## config.mk

```make
export PLATFORM = sky130hd
export DESIGN_NAME = wb_regfile
export DESIGN_NICKNAME = d
export VERILOG_FILES = /design/src/rtl/wb_regfile.sv
export SDC_FILE = /design/constraint.sdc
export NUM_CORES = 1
export LEC_CHECK = 0
export CAP_MARGIN = 0
export CORE_MARGIN = 1.5
export CORE_UTILIZATION = 38
export DETAILED_ROUTE_END_ITERATION = 8
export GPL_ROUTABILITY_DRIVEN = 1
export MAX_ROUTING_LAYER = met4
export PLACE_DENSITY = 0.55
export SLEW_MARGIN = 20
export SYNTH_ARGS = -nofsm -noshare
export SYNTH_HDL_FRONTEND = slang
export SYNTH_SLANG_ARGS = --single-unit
```

## constraint.sdc

```tcl
create_clock -name clk -period 22.5 [get_ports clk]
set_input_delay 4.5 -clock clk [delete_from_list [all_inputs] [get_ports clk]]
set_output_delay 4.5 -clock clk [all_outputs]
set_load 0.02 [all_outputs]
```

## src/rtl/wb_regfile.sv

```systemverilog
// MEM/WB consumer: selects the writeback value, commits it into the register file, serves two async read ports.
// Optional macro WB_BYPASS_EN adds write-through bypass from the pending writeback to the read ports.
module wb_regfile #(
  parameter int NREGS           = 16,
  parameter int DW              = 32,
  parameter int ZERO_REG_EN_IDX = 0,
  localparam int AW             = $clog2(NREGS)
) (
  input  logic          clk,
  input  logic          rst,
  input  logic          MemToReg_in,
  input  logic          RegWrite_in,
  input  logic [DW-1:0] mem_in,
  input  logic [DW-1:0] alu_in,
  input  logic [AW-1:0] RR3_in,
  input  logic [AW-1:0] ra1,
  input  logic [AW-1:0] ra2,
  output logic [DW-1:0] rd1,
  output logic [DW-1:0] rd2,
  output logic [DW-1:0] wb_data,
  output logic          wb_valid,
  output logic [31:0]   wb_count
);

  logic [DW-1:0] r_regs [NREGS];
  logic [31:0]   r_count;
  logic          w_rr3InRange;

  assign wb_data      = MemToReg_in ? mem_in : alu_in;
  assign w_rr3InRange = int'(RR3_in) < NREGS;
  assign wb_valid     = RegWrite_in && (int'(RR3_in) != ZERO_REG_EN_IDX);
  assign wb_count     = r_count;

  // The zero register is never written, so it stays at its reset value of 0.
  always_ff @(posedge clk or posedge rst) begin
    if (rst) begin
      for (int i = 0; i < NREGS; i++) r_regs[i] <= '0;
      r_count <= '0;
    end else if (wb_valid && w_rr3InRange) begin
      r_regs[RR3_in] <= wb_data;
      r_count        <= r_count + 32'd1;
    end
  end

  always_comb begin
    rd1 = '0;
    if (int'(ra1) < NREGS && int'(ra1) != ZERO_REG_EN_IDX) rd1 = r_regs[ra1];
`ifdef WB_BYPASS_EN
    if (wb_valid && ra1 == RR3_in) rd1 = wb_data;
`endif
  end

  always_comb begin
    rd2 = '0;
    if (int'(ra2) < NREGS && int'(ra2) != ZERO_REG_EN_IDX) rd2 = r_regs[ra2];
`ifdef WB_BYPASS_EN
    if (wb_valid && ra2 == RR3_in) rd2 = wb_data;
`endif
  end

endmodule

```

==> impl_metrics.toml <==
[placement]
placedInstanceArea_sq_um = 30950
gp_congestion = 0.8021
dpl.cell_count = 3649
port-buffer-count = 208
post-dp-hpwl_microns = 50540
setup_slack_placement_ps = 9593

[cts]
clk_pin_slew_worst_paths_ps = 60
post_cts.resized_instances = 0
cts-htree-levels = 2
cts_root_buffer = "clkbuf_16"
post_cts.repair.setup_buffers = 0
number_of_buffers_between_clock_root_and_the_deepest_sink = 3
clock_network_latency_to_the_later_pin_of_the_worst_skew_pair_ps = 640
cts-buffers-inserted = 60
clock_tree_from_tritoncts = "built"
cts.sinks = 544
postCtsHoldBufs = 0

[synthesis]
postSynth.asyncResetShare_pct = 100.0
number_of_nets_produced_by_synthesis = 2774
yosysTopAreaCellShare_pct = 48.06
dominantRegCellSynth = "dfrtp_1"
yosys_warns = 0
yosysSeqAreaShare_pct = 48.06
synth-adder-area-share_pct = 0.04418
syn-instance-count = 2693
synth.area.top_cells = "dfrtp_1, mux4_2, mux2i_1, a21oi_1, nor2_1"
synthDominantAreaCellType = "dfrtp_1"
seq_cells_post_synth = 544
synthXorXnorAreaFrac_pct = 0.9586
netlist_area_sq_um = 28320
synth.distinct_cells = 49
synth.mux.area_fraction_pct = 20.54
synth_compound_gate_area_share_pct = 15.43
synth_top_family_by_area = "multiplexers"
synth_enable_flop_cells = 0
synth-simple-area-share_pct = 9.825
synthesis.area_per_instance_sq_um = 10.52

[floorplanning]
die_height_microns = 276.0
floorplan.initialDensity_pct = 38.62
core_sq_um = 73330
die_x_microns = 276.0
fp.dieArea_sq_um = 76180
placement_rows = 99
ioPinCount = 209

[finish]
fin_nets = 2833
final_cell_count_no_fill = 3763
layout_cells_sized_above_1_pct = 12.88
finalCoreUtilization_pct = 45.38
layout.cell_area.non_filler_sq_um = 33280
area.growth.synth_to_final_pct = 17.50

[power]
peakVddDrop_v = 0.00006019
share_seq_of_total_power_pct = 41.8
power_report.internal_total_mw = 2.266
comb_power_share_pct = 22.8
share_clk_of_total_power_pct = 35.4
power_per_cell_area_nw_per_um2 = 97.15
switching_power_mw = 0.9675
p_sw_share_pct = 29.92
design_power_total_mw = 3.233
leakagePower_nw = 14.24

[worst_setup_path]
crit_path_frequent_cell = "buf_4"
critical_path_peak_fanout = 55
worst_ep_required_time_ps = 18000
cpMaxStageDelayCell = "buf_4"
worst_setup_path_end_kind = "primary output"
worstPathArrival_ps = 8370
startpoint_type = "primary input"
critical_path_class = "in2out"
crit_buf_inv = 5
crit_path_cell_trace = "clkbuf_8 > buf_4 > inv_1 > a21oi_4 > buf_4 > a211oi_1 > a21oi_1 > clkdlybuf4s50_1"
path_delay_family = "buffers and inverters"
worst_path_largest_cell_delay_ps = 920

[sta]
timing.final.ws_setup_ps = 9631
grt_setup_unrepaired = "no"
timing.final.hold_violations = 0
fin_setup_tns_ps = 0
achievable_clock_frequency_ghz = 0.07771
relSlewSlack_pct = 28.59
worst_slew_pin_slew_ps = 1071
setup_viol_count_final = 0
clock_skew_ps = 23.47
final_min_period_over_clock_period_pct = 57.19
maxSlewViolCount = 0
hold_ws_ps = 391.0
finalWorstPathRequiredPeriod_ps = 12870

[min_path]
holdCritPathClass = "reg2reg"

[detailed_routing]
drc_errors = 0
initialDrtViolationCount = 1753
num_vias = 21790
detail_route.wirelength_microns = 88560
avgViaCountPerCell = 5.790
firstDrtPassIters = 5
route.detailed.wl_per_inst_microns = 23.53
final_antenna_net_count = 0

[global_routing]
globalRouteTotalUtil_pct = 23.82
global_route_wire_length_before_repair_microns = 136000
largest_net_degree_at_the_start_of_global_routing = 107
grt_antenna_before_repair = 1
number_of_global_route_vias_before_repair = 22000
leftover_overflow_at_the_end_of_global_routing = 0

[status]
outcome = "finished, final reports clean"

[run]
count_of_maximum_capacitance_violations = 0
## worst reg2reg max path, stage by stage, from the launching register on
cell and delay, ps:
dfrtp_1 410, and3_1 290, and3_1 600, nand4_1 240, xnor2_1 170
## path summary, 6_finish.rpt
kind / start / end / slack (ps) / cells past startpoint
max: ra1[0] / rd1[15] / 9630 / 8
min in group asynchronous: rst / r_regs[161] / 4410 / 2
max in group asynchronous: rst / r_regs[248] / 15580 / 4
min: r_regs[501] / r_regs[501] / 390 / 0
max reg2reg: wb_count[7] / wb_count[21] / 20680 / 4
min reg2reg: r_regs[501] / r_regs[501] / 390 / 0
## power groups by stage
stage	clock [mW]	combinational, mW	sequential, mW
2_1_floorplan	0	0.523	1.33
4_1_cts	1.17	0.742	1.35
3_3_place_gp	0	0.720	1.35
6_report	1.14	0.738	1.35
5_1_grt	1.21	0.815	1.38
3_5_place_dp	0	0.739	1.36
## registers in the layout (all words and copies together) (netlist names)
register / count
r_regs: 512
wb_count: 32
## per-layer routing
layer,global-route usage (%),wire (microns),vias up
met5,-,0,-
met4,6.644,2209,0
met3,4.403,6084,139
met2,36.25,40610,726
met1,32.61,39650,11060
li1,-,-,9861
## cell type report
| class | count | area, sq um |
|---|---|---|
| flip-flops and latches | 544 | 13610 |
| fillers | 6794 | 40050 |
| diodes | 1 | 2.502 |
| multi-input cells | 1830 | 13400 |
| clock buffers | 80 | 1718 |
| clock inverters | 33 | 593.1 |
| inverters | 41 | 161.4 |
| repair buffers | 275 | 2592 |
| well taps | 959 | 1200 |
## Yosys cell counts, types with 2 or more instances
cell type	instances
buf_6	8
o211ai_1	22
nand3_1	34
nor2_1	326
nor2_2	7
nor2b_1	7
xnor2_1	29
and2_0	2
buf_2	83
or3_1	3
buf_4	16
a21oi_1	367
buf_1	9
inv_1	40
mux2i_1	256
a221o_1	27
nand4_1	15
nand3b_1	2
and3_1	33
dfrtp_1	544
buf_8	3
nand2b_1	4
nand2_1	208
xor2_1	2
nor4_1	4
a221oi_1	63
a211oi_1	14
mux4_2	144
o21ai_1	9
o21ai_0	152
a21o_1	27
a22oi_1	51
clkbuf_1	158
nor3_1	3
and4_1	4
and2_1	4
## placed cells by master (no fill, tap or decap), drive strengths merged, types with 16 or more instances in the layout
master,instances
dfrtp,544
a21oi,368
nor2,334
mux2i,256
nand2,208
clkdlybuf4s50,202
o21ai,161
mux4,144
clkbuf,82
buf,71
a221oi,63
a22oi,51
inv,42
nand3,34
and3,33
xnor2,29
a21o,27
a221o,27
o211ai,22
bufinv,16
## cells by family after synthesis
family / count (synthesis)
AND/OR/NAND/NOR: 661
multiplexers: 401
flip-flops: 544
XOR/XNOR: 31
AO/OA/AOI/OAI: 736
buffers and inverters: 319
adder cells (fa/ha/maj): 1
(Power assumes the default switching activity.)
